`config.mk`:
```
export PLATFORM = sky130hd
export DESIGN_NAME = word_queue
export DESIGN_NICKNAME = d
export VERILOG_FILES = /design/src/rtl/word_queue_pkg.sv /design/src/rtl/word_queue_ptr.sv /design/src/rtl/word_queue.sv
export SDC_FILE = /design/constraint.sdc
export NUM_CORES = 1
export LEC_CHECK = 0
export CORE_ASPECT_RATIO = 0.5
export CORE_UTILIZATION = 35
export DETAILED_ROUTE_END_ITERATION = 7
export HOLD_SLACK_MARGIN = 0.12
export SLEW_MARGIN = 20
export SYNTH_ARGS = -nofsm -noshare
export SYNTH_HDL_FRONTEND = slang
export SYNTH_SLANG_ARGS = --single-unit
```
`constraint.sdc`:
```
create_clock -name clock -period 5.3 [get_ports clock]
set_clock_uncertainty 0.1 [all_clocks]
set_input_delay 0.795 -clock clock [delete_from_list [all_inputs] [get_ports clock]]
set_output_delay 0.795 -clock clock [all_outputs]
set_load 0.03 [all_outputs]
```
`src/rtl/word_queue_pkg.sv`:
```
// rtl/word_queue_pkg.sv - shared defaults and pointer-width helper for word_queue
package word_queue_pkg;

  localparam int WIDTH_DEFAULT = 32;
  localparam int DEPTH_DEFAULT = 4;

  // DEPTH is a power of two >= 2, so this is exactly the index width
  function automatic int ptr_width(input int depth);
    return (depth <= 2) ? 1 : $clog2(depth);
  endfunction

endpackage

```
`src/rtl/word_queue_ptr.sv`:
```
// rtl/word_queue_ptr.sv - wrapping queue pointer with increment and synchronous clear
module word_queue_ptr
  import word_queue_pkg::*;
#(
  parameter int DEPTH = DEPTH_DEFAULT
) (
  input  logic                        clock,
  input  logic                        reset,
  input  logic                        inc,
  input  logic                        clr,
  output logic [ptr_width(DEPTH)-1:0] ptr
);

  localparam int PW = ptr_width(DEPTH);

  logic [PW-1:0] r_ptr;

  // clr wins over inc so a flush in the same cycle as a transfer lands on 0
  always_ff @(posedge clock or negedge reset) begin
    if (!reset) begin
      r_ptr <= '0;
    end else if (clr) begin
      r_ptr <= '0;
    end else if (inc) begin
      r_ptr <= (r_ptr == PW'(DEPTH - 1)) ? '0 : r_ptr + PW'(1);
    end
  end

  assign ptr = r_ptr;

endmodule

```
`src/rtl/word_queue.sv`:
```
// rtl/word_queue.sv - single-clock word FIFO with flush and explicit occupancy counter
module word_queue
  import word_queue_pkg::*;
#(
  parameter int WIDTH = WIDTH_DEFAULT,
  parameter int DEPTH = DEPTH_DEFAULT
) (
  input  logic                      clock,
  input  logic                      reset,
  input  logic                      io_enq_valid,
  output logic                      io_enq_ready,
  input  logic [WIDTH-1:0]          io_enq_bits,
  output logic                      io_deq_valid,
  input  logic                      io_deq_ready,
  output logic [WIDTH-1:0]          io_deq_bits,
  input  logic                      io_flush,
  output logic [ptr_width(DEPTH):0] io_count
);

  localparam int PW = ptr_width(DEPTH);
  localparam int CW = PW + 1;

  logic [WIDTH-1:0] r_mem [DEPTH];
  logic [CW-1:0]    r_count;
  logic [PW-1:0]    w_rd_ptr;
  logic [PW-1:0]    w_wr_ptr;
  logic             w_enq;
  logic             w_deq;

  // Ready/valid come only from the registered count: no full bypass, no enq-to-deq path
  assign io_enq_ready = (r_count < CW'(DEPTH));
  assign io_deq_valid = (r_count != '0);
  assign w_enq        = io_enq_valid & io_enq_ready & ~io_flush;
  assign w_deq        = io_deq_valid & io_deq_ready & ~io_flush;
  assign io_deq_bits  = r_mem[w_rd_ptr];
  assign io_count     = r_count;

  word_queue_ptr #(.DEPTH(DEPTH)) u_rd_ptr (
    .clock (clock),
    .reset (reset),
    .inc   (w_deq),
    .clr   (io_flush),
    .ptr   (w_rd_ptr)
  );

  word_queue_ptr #(.DEPTH(DEPTH)) u_wr_ptr (
    .clock (clock),
    .reset (reset),
    .inc   (w_enq),
    .clr   (io_flush),
    .ptr   (w_wr_ptr)
  );

  always_ff @(posedge clock or negedge reset) begin
    if (!reset) begin
      for (int i = 0; i < DEPTH; i++) begin
        r_mem[i] <= '0;
      end
    end else if (w_enq) begin
      r_mem[w_wr_ptr] <= io_enq_bits;
    end
  end

  always_ff @(posedge clock or negedge reset) begin
    if (!reset) begin
      r_count <= '0;
    end else if (io_flush) begin
      r_count <= '0;
    end else begin
      case ({w_enq, w_deq})
        2'b10:   r_count <= r_count + CW'(1);
        2'b01:   r_count <= r_count - CW'(1);
        default: r_count <= r_count;
      endcase
    end
  end

endmodule

```
==> results.py, run 1 <==
metrics = {
    "run_status": {
        "status": "finished, final reports clean",
    },
    "placement": {
        "place_inst": 680,
        "gp_congestion": 0.736,
        "port_buffers": 73,
        "post-dp-hpwl_mm": 7.79,
    },
    "timing": {
        "rsz0062_at_grt": "no",
        "max_slew_margin_pct": 37.0,
        "finalHoldViolations": 0,
        "tightest_slew_ns": 0.945,
        "tns_ns": 0,
        "final_max_slew_viol_count": 0,
        "fin_crit_sh_pct": 72.2,
        "period_needed_ns": 3.83,
        "setup_violations": 0,
        "hold-worst-slack_ns": 0.384,
        "fmax_ghz": 0.261,
    },
    "pwr": {
        "pwr-share-clk_pct": 31.5,
        "p_per_area_nw_per_um2": 466,
        "p_leak_nw": 3.41,
        "internal_power_mw": 2.68,
        "vdd_ir_drop_max_uv": 197,
        "switching_share_pct": 28.1,
        "power_switching_mw": 1.05,
        "pwr-share-seq_pct": 40.2,
        "p_comb_share_pct": 28.3,
    },
    "logic_synthesis": {
        "synthFlopType": "dfrtp_1",
        "synthCells": 372,
        "syn_area_um2": 6670,
        "synth-seq-cells": 135,
        "synthAdderAreaFrac_pct": 1.24,
        "synth_top_family_by_area": "multiplexers",
        "yosysWarningCount": 0,
        "yosys.area_share.simple_pct": 2.51,
        "synthArstFlopShare_pct": 100,
        "synthXorXnorAreaFrac_pct": 0.131,
        "ys_types": 30,
        "avgSynthCellArea_um2": 17.9,
        "synth_edf_count": 0,
        "synth_mux_area_share_pct": 39.1,
        "syn_nets": 415,
        "synth-seq-area-share_pct": 50.6,
        "synth_compound_area_share_pct": 1.11,
    },
    "drt": {
        "wire_per_inst_um": 18.6,
        "routed_wl_mm": 13.3,
        "vias": 3322,
        "drc": 0,
        "ant_nets": 0,
        "dr.pass1.iters": 4,
        "first_iter_violations": 112,
        "via_per_inst": 4.67,
    },
    "die": {
        "die_h_um": 99.6,
        "die_area_um2": 19700,
        "initial_core_util_pct": 36.0,
        "core-area_um2": 18500,
        "die_x_um": 197,
        "rows": 35,
        "io_pins": 74,
    },
    "clocking": {
        "cts_buffer_depth": 2,
        "numCtsBuffers": 17,
        "cts_tree": "done",
        "cts_max_level": 4,
        "clock_latency_ns": 0.41,
        "cts_setup_buffers": 0,
        "clock_sinks": 135,
        "post_cts_resized": 0,
        "cts_hold_buf": 0,
        "clockRootBuffer": "clkbuf_16",
        "path_clk_slew_ns": 0.06,
    },
    "flow_run": {
        "drv_cap": 0,
    },
    "cells_and_area": {
        "finalNetCount": 483,
        "drive_gt1_share_pct": 44.8,
        "fillers": 1622,
        "area_growth_pct": 19.7,
        "stdcell_count": 712,
        "n_antenna_cell": 0,
    },
    "worst_setup_path": {
        "crit_type": "reg -> out",
        "startpoint_type": "flip-flop",
        "worstPathMaxFanout": 24,
        "worst_ep_required_time_ns": 4.41,
        "worstPathArrival_ns": 2.93,
        "end_kind": "output pin",
    },
    "grt": {
        "grt_use_total_pct": 14.7,
        "grt_max_degree": 99,
        "grt_pass1_wl_mm": 21.8,
        "antenna_found_initial": 0,
        "grt_pass1_vias": 3743,
        "overflow": 0,
    },
    "min_path": {
        "holdCritPathClass": "in -> async",
    },
}
## synth_stat cells (all sizes together), types with 3 or more instances
master  instances  area [um2]
nand2           7        26.3
buf            21         310
and2            5        41.3
dfrtp         135        3380
mux4           32         721
nor2            4        22.5
inv             3        11.3
ha              5        62.6
a21oi           8        40.0
clkbuf          5        28.8
o21ai           5        25.0
mux2          128        1890
## cell usage in the layout, fill, tap and decap left out, types with 2 or more instances in the layout
master and n:
mux4_2 32, mux2_2 8, bufinv_16 2, o21ai_0 5, clkinvlp_4 2, buf_4 2
a21oi_1 8, inv_6 3, nand2_1 7, clkinv_4 5, dfrtp_1 133, dfrtp_2 2
nand3_1 2, and2_4 4, nor2_1 3, clkbuf_1 3, clkbuf_16 17, mux2_4 120
clkdlybuf4s50_1 72, ha_1 5, inv_1 3, nor3_1 2
## metrics by stage
| stage | area [um2] | power (mW) | utilization (%) | setup WS, ns |
|---|---|---|---|---|
| 2_1_floorplan | 6670 | 2.25 | - | 2.85 |
| 5_1_grt | 7990 | 3.90 | 43.1 | 1.29 |
| 3_3_place_gp | 7410 | 2.56 | 40.0 | 1.85 |
| 4_1_cts | 7990 | 3.77 | 43.1 | 1.40 |
| 3_5_place_dp | 7410 | 2.57 | 40.0 | 1.84 |
| 6_report | 7990 | 3.72 | 43.1 | 1.47 |
## per-layer routing
layer,track usage [%],up-vias,share of wire (%)
met1,21.1,1775,50
met3,2.44,12,2.0
met4,5.01,0,0.84
li1,-,1499,-
met5,0,-,0
met2,22.6,36,47
## path summary, 6_finish.rpt
| kind | end | startpoint | slack [ns] | depth (start not counted) |
|---|---|---|---|---|
| max reg2reg | io_count[2] | io_count[2] | 2.92 | 8 |
| min reg2reg | r_mem[43] | r_mem[43] | 0.40 | 1 |
| min in group clock | r_mem[43] | r_mem[43] | 0.40 | 1 |
| min | r_mem[11] | reset | 0.38 | 1 |
| max in group asynchronous | u_rd_ptr.ptr[1] | reset | 3.63 | 2 |
| max | io_deq_bits[2] | u_rd_ptr.ptr[0] | 1.47 | 3 |
## critical path: stages (launching register included)
cell             delay [ns]
dfrtp_2                0.90
buf_4                  0.43
mux4_2                 0.55
clkdlybuf4s50_1        0.61
## registers in the layout (all words and copies together) (netlist names)
signal and cells:
io_count 3, r_mem 128, u_rd_ptr.ptr 2, u_wr_ptr.ptr 2
## cell type report
cell class	count	area [um2]	area share, %
clock inverter	12	145	1.82
timing repair buffer	75	747	9.35
inverter	3	11.3	0.141
tap	259	324	4.06
multi-input combinational	208	2950	36.9
clock buffer	20	437	5.47
sequential	135	3380	42.3
## kinds of logic (layout without fill, tap and decap cells)
group | Yosys count | count (layout)
AOI/OAI and AO/OA | 14 | 14
DFF | 135 | 135
adders and majority gates | 6 | 6
and+or+nand+nor | 27 | 27
buffers and inverters | 29 | 110
xor gates and xnor gates | 1 | 1
muxes | 160 | 160
## power by group through the flow
stage                     clock network [mW]  registers, mW  logic [mW]
after global routing                    1.24           1.54        1.12
after global placement                     0           1.51        1.05
after floorplan                            0           1.43       0.814
final                                   1.17           1.50        1.05
after CTS                               1.20           1.50        1.07
after detailed placement                   0           1.50        1.07
Note: power is estimated with default switching activity, not from simulation.
==> run 2, diff against run 1 <==
- clock period: 5.3 -> 3.2 ns (I/O delays scaled with it)
==> results.py, run 2 (synthesized netlist as in run 1, its figures left out) <==
metrics = {
    "pwr": {
        "finalPower_mw": 6.29,
        "p_per_area_nw_per_um2": 769,
        "p_leak_nw": 3.50,
        "vdd_ir_drop_max_uv": 357,
    },
    "worst_setup_path": {
        "worstPathArrival_ns": 2.41,
        "worst_ep_required_time_ns": 2.62,
        "startpoint_type": "flip-flop",
        "worstPathMaxFanout": 27,
        "crit_type": "reg -> out",
        "end_kind": "output pin",
    },
    "die": {
        "die_area_um2": 19700,
        "die_h_um": 99.6,
        "io_pins": 74,
        "initial_core_util_pct": 36.0,
        "rows": 35,
        "die_x_um": 197,
        "core-area_um2": 18500,
    },
    "timing": {
        "tightest_slew_ns": 0.458,
        "tns_ns": 0,
        "setup_violations": 0,
        "period_needed_ns": 2.99,
        "max_slew_margin_pct": 69.5,
        "fmax_ghz": 0.335,
        "final_max_slew_viol_count": 0,
        "fin_ws_ns": 0.214,
        "finalHoldViolations": 0,
        "fin_crit_sh_pct": 93.3,
        "rsz0062_at_grt": "no",
    },
    "cells_and_area": {
        "fillers": 1637,
        "mostFrequentLayoutCell": "dfrtp_1",
        "drive_gt1_share_pct": 45.8,
        "finalNetCount": 492,
        "fin_area_um2": 8190,
        "n_antenna_cell": 0,
        "regMostFlops": "r_mem",
        "area_growth_pct": 22.7,
        "layout_common_cells": "133 x dfrtp_1, 120 x mux2_4, 72 x clkdlybuf4s50_1",
        "largest_reg_flops": 128,
        "utilization_pct": 44.2,
    },
    "grt": {
        "grt_pass1_vias": 3720,
        "grt_use_total_pct": 14.4,
        "grt_pass1_wl_mm": 21.3,
        "grt_max_degree": 63,
        "antenna_found_initial": 0,
        "overflow": 0,
    },
    "drt": {
        "vias": 3397,
        "ant_nets": 0,
        "dr.pass1.iters": 4,
        "first_iter_violations": 98,
        "wire_per_inst_um": 18.1,
        "drc": 0,
        "via_per_inst": 4.72,
        "routed_wl_mm": 13.0,
    },
    "placement": {
        "post-dp-hpwl_mm": 7.93,
        "pre_cts_slack_ns": 0.601,
        "gp_congestion": 0.700,
        "port_buffers": 73,
        "placedInstanceArea_um2": 7560,
    },
    "clocking": {
        "path_clk_slew_ns": 0.06,
        "cts_buffer_depth": 2,
        "cts_tree": "done",
        "clockRootBuffer": "clkbuf_16",
        "clock_sinks": 135,
        "numCtsBuffers": 17,
        "cts_max_level": 4,
        "clock_latency_ns": 0.41,
    },
    "run_status": {
        "status": "finished, final reports clean",
    },
    "min_path": {
        "holdCritPathClass": "reg -> reg",
    },
    "flow_run": {
        "drv_cap": 0,
    },
}
-- run 2: cell types whose count changed in the layout (fill, tap and decap cells not counted), sizes merged --
cell / previous run / this run
buf: 3 / 11
inv: 6 / 3
dlygate4sd3: 0 / 1
bufinv: 2 / 4
-- run 2: cell type report --
cell class / instances / area, um2 / share of cell area (%)
flip-flops and latches: 135 / 3380 / 41.3
multi-input cells: 208 / 2950 / 36.0
repair buffers: 84 / 905 / 11.0
clock buffers: 20 / 447 / 5.46
well taps: 259 / 324 / 3.96
clock inverters: 11 / 175 / 2.14
inverters: 3 / 11.3 / 0.138
-- run 2: repair_timing --
action / in CTS / in global routing
buffers inserted: 0 / 0
resized for setup: 0 / 0
endpoints found under the hold margin: 45 / 0
hold buffers: 1 / 0
-- run 2: stage by stage --
step	hold slack [ns]	cells
floorplan	0.0844	372
finish	0.403	720
global route	0.415	720
detailed placement	0.343	688
CTS	0.407	720
global placement	0.343	688
-- run 2: per-layer routing --
metal  global-route usage, %  part of all wire [%]  up-vias  routed length, um
met2                    21.7                    46       37               6030
met3                    2.98                   2.2       13                293
met4                    5.55                   1.2        0                158
met1                    20.4                    50     1824               6540
met5                       0                     0        -                  0
li1                        -                     -     1523                  -
-- run 2: worst max-delay path, stage by stage (launching register included) --
cell and delay, ns:
dfrtp_2 0.53, buf_12 0.30, mux4_2 0.54, clkdlybuf4s50_1 0.61
-- run 2: path summary, 6_finish.rpt --
kind                                       from              to  slack, ns  cells after the start
worst max-delay path            u_rd_ptr.ptr[0]  io_deq_bits[1]       0.21                      3
worst min-delay path                 r_mem[127]      r_mem[127]       0.40                      1
worst max register to register      io_count[1]     io_count[2]       0.84                      8
worst min register to register       r_mem[127]      r_mem[127]       0.40                      1
max in group asynchronous                 reset       r_mem[72]       1.79                      3
min in group asynchronous                 reset       r_mem[81]       0.47                      2
-- run 2: power breakdown --
group	total [mW]	switching (mW)	internal [mW]
combinational	1.78	0.672	1.11
sequential	2.44	0.263	2.18
clock	2.07	0.748	1.32
total	6.29	1.68	4.61
